### src/rtl/gimli_lwc_pkg.sv
// Shared constants and helpers for the Gimli LWC datapath blocks.
// Handshake widths and the default datapath geometry live here.
package gimli_lwc_pkg;

   localparam int C_DATA_W     = 32;
   localparam int C_FIFO_DEPTH = 4;

   // Ceiling log2, evaluated at elaboration; clog2(1) = 0.
   function automatic int clog2(input int n);
      int r;
      r = 0;
      while ((1 << r) < n) begin
         r = r + 1;
      end
      return r;
   endfunction

endpackage

### src/rtl/gimli_lwc_fifo_mem.sv
// Register-array storage for the output FIFO: one synchronous write port,
// one asynchronous read port. Contents are deliberately not reset.
module gimli_lwc_fifo_mem
   import gimli_lwc_pkg::*;
#(
   parameter int G_WIDTH = C_DATA_W,
   parameter int G_DEPTH = C_FIFO_DEPTH,
   localparam int A_W = clog2(G_DEPTH)
) (
   input  logic             clk,
   input  logic             wr_en,
   input  logic [A_W-1:0]   wr_addr,
   input  logic [G_WIDTH:0] wr_data,
   input  logic [A_W-1:0]   rd_addr,
   output logic [G_WIDTH:0] rd_data
);

   logic [G_WIDTH:0] mem_reg [G_DEPTH];

   always_ff @(posedge clk) begin
      if (wr_en) begin
         mem_reg[wr_addr] <= wr_data;
      end
   end

   assign rd_data = mem_reg[rd_addr];

endmodule

### src/rtl/gimli_lwc_fifo_out.sv
// Multi-entry {last, data} output FIFO between the Gimli core and the LWC
// output port, with occupancy, complete-message count and synchronous flush.
module gimli_lwc_fifo_out
   import gimli_lwc_pkg::*;
#(
   parameter int G_WIDTH = C_DATA_W,
   parameter int G_DEPTH = C_FIFO_DEPTH,
   localparam int G_CNT_W = clog2(G_DEPTH) + 1
) (
   input  logic               clk,
   input  logic               rst,
   input  logic               flush,
   input  logic [G_WIDTH-1:0] din,
   input  logic               din_last,
   input  logic               din_valid,
   output logic               din_ready,
   output logic [G_WIDTH-1:0] dout,
   output logic               dout_last,
   output logic               dout_valid,
   input  logic               dout_ready,
   output logic [G_CNT_W-1:0] count,
   output logic [G_CNT_W-1:0] msg_count,
   output logic               msg_avail
);

   localparam int PTR_W = clog2(G_DEPTH);

   logic [PTR_W-1:0]   wr_ptr_reg, wr_ptr_next;
   logic [PTR_W-1:0]   rd_ptr_reg, rd_ptr_next;
   logic [G_CNT_W-1:0] count_reg, count_next;
   logic [G_CNT_W-1:0] msg_count_reg, msg_count_next;
   logic               full, empty, wr, rd;
   logic [G_WIDTH:0]   head;

   assign full  = (count_reg == G_CNT_W'(G_DEPTH));
   assign empty = (count_reg == '0);

   // When full, a write is only taken alongside a read of the head word.
   assign din_ready  = ~full | dout_ready;
   assign dout_valid = ~empty;
   assign wr = din_valid & din_ready;
   assign rd = dout_valid & dout_ready;

   gimli_lwc_fifo_mem #(
      .G_WIDTH (G_WIDTH),
      .G_DEPTH (G_DEPTH)
   ) u_mem (
      .clk     (clk),
      .wr_en   (wr & ~rst & ~flush),
      .wr_addr (wr_ptr_reg),
      .wr_data ({din_last, din}),
      .rd_addr (rd_ptr_reg),
      .rd_data (head)
   );

   // Storage is never cleared, so mask the head word while empty.
   assign dout      = empty ? '0 : head[G_WIDTH-1:0];
   assign dout_last = ~empty & head[G_WIDTH];

   always_comb begin
      wr_ptr_next    = wr_ptr_reg;
      rd_ptr_next    = rd_ptr_reg;
      count_next     = count_reg;
      msg_count_next = msg_count_reg;
      if (rst | flush) begin
         wr_ptr_next    = '0;
         rd_ptr_next    = '0;
         count_next     = '0;
         msg_count_next = '0;
      end else begin
         if (wr) wr_ptr_next = wr_ptr_reg + 1'b1;
         if (rd) rd_ptr_next = rd_ptr_reg + 1'b1;
         case ({wr, rd})
            2'b10:   count_next = count_reg + 1'b1;
            2'b01:   count_next = count_reg - 1'b1;
            default: count_next = count_reg;
         endcase
         case ({wr & din_last, rd & dout_last})
            2'b10:   msg_count_next = msg_count_reg + 1'b1;
            2'b01:   msg_count_next = msg_count_reg - 1'b1;
            default: msg_count_next = msg_count_reg;
         endcase
      end
   end

   always_ff @(posedge clk) begin
      wr_ptr_reg    <= wr_ptr_next;
      rd_ptr_reg    <= rd_ptr_next;
      count_reg     <= count_next;
      msg_count_reg <= msg_count_next;
   end

   assign count     = count_reg;
   assign msg_count = msg_count_reg;
   assign msg_avail = (msg_count_reg != '0);

endmodule
### config.mk
export PLATFORM = sky130hd
export DESIGN_NAME = gimli_lwc_fifo_out
export DESIGN_NICKNAME = d
export VERILOG_FILES = /design/src/rtl/gimli_lwc_pkg.sv /design/src/rtl/gimli_lwc_fifo_mem.sv /design/src/rtl/gimli_lwc_fifo_out.sv
export SDC_FILE = /design/constraint.sdc
export NUM_CORES = 1
export LEC_CHECK = 0
export CAP_MARGIN = 10
export CELL_PAD_IN_SITES_DETAIL_PLACEMENT = 1
export CELL_PAD_IN_SITES_GLOBAL_PLACEMENT = 2
export CORE_UTILIZATION = 46
export CTS_BUF_LIST = sky130_fd_sc_hd__clkbuf_2 sky130_fd_sc_hd__clkbuf_4 sky130_fd_sc_hd__clkbuf_8
export DETAILED_ROUTE_END_ITERATION = 6
export GPL_TIMING_DRIVEN = 0
export PLACE_DENSITY_LB_ADDON = 0.1
export SETUP_SLACK_MARGIN = 0.3
export SLEW_MARGIN = 10
export SYNTH_ARGS = -nofsm -noshare
export SYNTH_HDL_FRONTEND = slang
export SYNTH_SLANG_ARGS = --single-unit
### constraint.sdc
create_clock -name clk -period 7.6 [get_ports clk]
set_clock_uncertainty 0.2 [all_clocks]
set_input_delay 1.14 -clock clk [delete_from_list [all_inputs] [get_ports clk]]
set_output_delay 1.14 -clock clk [all_outputs]
set_load 0.02 [all_outputs]
## Word level (Yosys, flattened, before mapping)

Memories as Yosys holds them, arrays and structs flattened. A register that Yosys moved wholly into a read port is not among the register bits.
Index checks and enable logic that the tools add are counted.

- Multiplexer cells: 7
- Equal/unequal tests: 5
- Bitwise gates (word level): 13
- Add/sub/neg operators: 6
- Reduce and logical (&&, ||, !) cells: 4

Operators by type and width:

| kind | number |
|---|---|
| two-way mux 32 bit | 1 |
| case mux 3 bit (2 select lines) | 2 |
| AND 1 bit | 7 |
| adder 3 x 1 -> 3 bit (second input constant) | 2 |
| subtractor 3 x 1 -> 3 bit (second input constant) | 2 |
| adder 2 x 1 -> 2 bit (second input constant) | 2 |
| equality test 2 x 1 -> 1 bit (second input constant) | 2 |
| equality test 2 bit (second input constant) | 2 |
| two-way mux 2 bit | 2 |
| NOT 1 bit | 4 |
| nonzero test 2 bit | 2 |
| equality test 3 bit (second input constant) | 1 |
| zero test 3 bit | 1 |
| nonzero test 3 bit | 1 |
| two-way mux 1 bit | 2 |
| OR 1 bit | 2 |

- Memories kept: 1
- Register bits after elaboration: 10
- Output and inout bits: 42
- Memory bits (writable): 132

Memory list:

| name | words | bits a word | rd ports | clocked after memory_dff | wr ports | line | text |
|---|---|---|---|---|---|---|---|
| u_mem.mem_reg | 4 | 33 | 1 | 1 | 1 | gimli_lwc_fifo_mem.sv:18 | `logic [G_WIDTH:0] mem_reg [G_DEPTH];` |

## Longest topological paths before layout

- Depth after elaboration: 8
- Mapped depth: 10
- Gate-level depth less buffers: 9

## Hierarchy

Synthesis repeated with hierarchy kept, for this count alone.

- Cell total of the unflattened synthesis: 273
- Area total of the unflattened synthesis: 5686.7 µm²

Modules (own cells, without submodules):

| module | cells an instance | instances | area each (µm²) | seq. area each (µm²) |
|---|---|---|---|---|
| gimli_lwc_fifo_mem | 177 | 1 | 4839.6 | 3963.8 |
| gimli_lwc_fifo_out | 96 | 1 | 847.1 | 200.2 |

## Worst setup path after synthesis

No wires, ideal clock.

- Path kind: input to register
- Start: input port dout_ready
- End: register msg_count_reg[2] (netlist: msg_count[2])
- Path slack: 4.154 ns
- Arrival: 3.175 ns
- Stages: 10
- Required time: 7.329 ns
- Path through: or4b_4 and2_4 buf_6 nand2_1 ha_1 inv_1 fa_1 xor2_1 or3_1 a21oi_1

- Longest elaborated chain between the ends: 5
- Elaborated cells on any way between the ends: 9
- Those cells by class: eq/ne: 2; mux: 1; bitwise: 5; reduce/logical: 1

Ends and longest elaborated chain:

| element | line | text |
|---|---|---|
| from (decl) | gimli_lwc_fifo_out.sv:20 | `input logic dout_ready,` |
| OR 1 bit | gimli_lwc_fifo_out.sv:39 | `assign din_ready = ~full \| dout_ready;` |
| AND 1 bit | gimli_lwc_fifo_out.sv:41 | `assign wr = din_valid & din_ready;` |
| AND 1 bit | gimli_lwc_fifo_out.sv:78 | `case ({wr & din_last, rd & dout_last})` |
| equality test 2 x 1 -> 1 bit / equality test 2 bit (equally long branches) | gimli_lwc_fifo_out.sv:78 |  |
| case mux 3 bit (2 select lines) / nonzero test 2 bit (equally long branches) | n/a |  |
| to (signal assigned) | gimli_lwc_fifo_out.sv:90 | `msg_count_reg <= msg_count_next;` |
| to (decl) | gimli_lwc_fifo_out.sv:31 | `logic [G_CNT_W-1:0] msg_count_reg, msg_count_next;` |

Several ways; a longest one is shown, not always the timed one.
A chain may end at the register's enable or synchronous reset.

==> metrics <==
outcome finished clean; Worst-Skew Late Latency 0.44 ns; Crit path arrival time 2.70 ns; yosys warns 0; Resized cells post-CTS 0; period utilization 53.20%; Async S/R FF share, synth 0%; sequential-to-total area share from yosys stat 74.68%; post-synthesis cell type count 28; Crit path max-delay family buffers and inverters; Worst R2R Path Depth 10; Non-Filler Instances 544; H-tree Lvls 4; Crit. End Element output port; syn nets 329; Detail Placement HPWL 6717 um; Avg WL per Cell 19.52 um; CTS hold repair buffers 0; TNS Setup 0 ns; placer congestion estimate 0.6948; Multi-input gate area 1330 um2; Largest register FFs 132; Crit. path cell count 5; Reg area 4204 um2; global-route wire length before repair 16450 um; power per cell area 220.1 nW/um2; vias per cell 5.188; worst path bufs/invs 3; WS Path Type reg -> out; Max Clk Rate 0.2473 GHz; Core ar. 11960 um2; met2 routed WL 5576 um; clock sink count 144; die area 12680 um2; HP Start wr_ptr_reg[0]$_SDFFE_PP0P_; CP max stage cell clkbuf_1; max cap viols 0; RSZ-0062 raised after global routing false; GRT Residual Overflow 0; CTS Root Cell clkbuf_8; CP Cell Sequence clkbuf_1 -> clkbuf_1 -> mux4_2 -> and2_1 -> clkdlybuf4s50_1; crit start category register; Least-Margin Pin Slew 0.9115 ns; CTS clk-pin slew, worst paths 0.07 ns; origin of the critical flop-to-flop path count[0]$_SDFFE_PP0P_; Num CTS Buffers 17; Final Max Slew Viols 0; vias in the first global route 3093; VDD IR max 160.4 uV; site row count 40; Initial Util 47.06%; final worst path period need 4.043 ns; crit-path max FO 10; DRT iter0 DRCs 95; die height 112.6 um; Worst path most repeated cell clkbuf_1; synthesized area 5629 um2; met3 wire length 366 um; drt pass-1 iters 4; postcts setup bufs 0; TritonCTS clock tree done; number of synthesized register bits 144; layout filler cell count 1073; crit-path max cell delay 0.54 ns; Post-Syn Instances 283; fraction of layout instances using a drive strength above 1 19.65%; prevailing post-synth register cell edfxtp_1; DP Worst Slack 3.583 ns; Port Buffer Count 79; clk buf depth 2; IO Count 80; placed cells 512; CP Data Required Time 6.26 ns; Hold Path Class reg -> reg; Hold Path Depth 2; antenna cells 0; Slew HR 39.23%; Syn Area/Cell 19.89 um2; EDFF count, synth 132; die width 112.6 um; Hold Fails Final Rpt 0; Final #Nets 430; antenna violations before repair 0; gr usage total 18.31%; worst setup margin 3.557 ns; Vias 2822; ANT nets after route 0; Leak 2.269 nW; wl on met1 4485 um; largest net degree at the start of global routing 34; Top Metal Used met4; Synth-to-Final Area Change 25.07%; DRC violations left 0; final setup fails 0; total power 1.550 mW; Post-Route WL 10620 um
cells in the final DEF (no fill, tap or decap), drive strengths merged, types with 6 or more instances in the layout:
| cell | instances |
|---|---|
| mux4 | 33 |
| inv | 10 |
| clkbuf | 26 |
| edfxtp | 132 |
| xor2 | 6 |
| clkdlybuf4s50 | 79 |
| nor2 | 10 |
| and2 | 34 |
| ha | 6 |
| clkinv | 10 |
| dfxtp | 12 |
| buf | 8 |
path summary, 6_finish.rpt:
kind	to	slack, ns
max	dout[3]	3.56
min	wr_ptr_reg[0]$_SDFFE_PP0P_	0.31
max reg2reg	msg_count[2]$_SDFFE_PP0P_	4.78
min reg2reg	wr_ptr_reg[0]$_SDFFE_PP0P_	0.31
synth_stat cells, types with 2 or more instances:
cell | instances | area share (%)
mux4_2 | 33 | 13
or3_1 | 3 | 0.33
xor2_1 | 6 | 0.93
dfxtp_1 | 12 | 4.3
and2_1 | 33 | 3.7
nor2_1 | 10 | 0.67
ha_1 | 6 | 1.3
a21oi_1 | 4 | 0.36
inv_1 | 10 | 0.67
and3_1 | 3 | 0.33
edfxtp_1 | 132 | 70
nand2_1 | 2 | 0.13
buf_2 | 4 | 0.36
nand4_1 | 2 | 0.22
fa_1 | 2 | 0.71
o21ai_0 | 2 | 0.18
clkbuf_1 | 8 | 0.53
worst min-delay path: stages (launching register included):
cell and delay, ns:
dfxtp_1 0.35, nand2_1 0.07, o21ai_1 0.05
final cells by class:
| class | count | share of cell area (%) |
|---|---|---|
| Sequential cell | 144 | 59.71 |
| Inverter | 10 | 0.5331 |
| Multi-Input combinational cell | 116 | 18.89 |
| Clock buffer | 18 | 3.430 |
| Tap cell | 147 | 2.612 |
| Timing Repair Buffer | 82 | 12.19 |
| Buffer | 13 | 0.8708 |
| Clock inverter | 14 | 1.759 |
cells by family (layout without fill, tap and decap cells):
family,count (synthesis),count (layout),share of synthesized area (%)
multiplexers,33,33,13.20
adder cells (fa/ha/maj),8,8,2.045
AND/OR/NAND/NOR,59,59,6.246
flip-flops,144,144,74.68
XOR/XNOR,6,6,0.9335
buffers and inverters,23,137,1.756
AO/OA/AOI/OAI,10,10,1.134
through the flow:
stage               cell area, um2  utilization [%]  hold slack [ns]
floorplan                     5629                -           0.2623
global placement              6604            55.21           0.2805
detailed placement            6675            55.81           0.2921
CTS                           7041            58.86           0.3046
global route                  7041            58.86           0.3701
finish                        7041            58.86           0.3056
metal layers:
metal  GRT usage, %  vias to the layer above
met3          4.968                       14
met2          31.28                       62
met5              0                        -
met1          21.66                     1437
li1               -                     1309
met4          8.533                        0
power by group:
group / total, mW / leakage (nW) / switching, mW / internal (mW)
logic: 0.116 / 0.794 / 0.0569 / 0.0594
clock network: 0.557 / 0.185 / 0.270 / 0.287
registers: 0.877 / 1.29 / 0.00365 / 0.873
(Power assumes the default switching activity.)
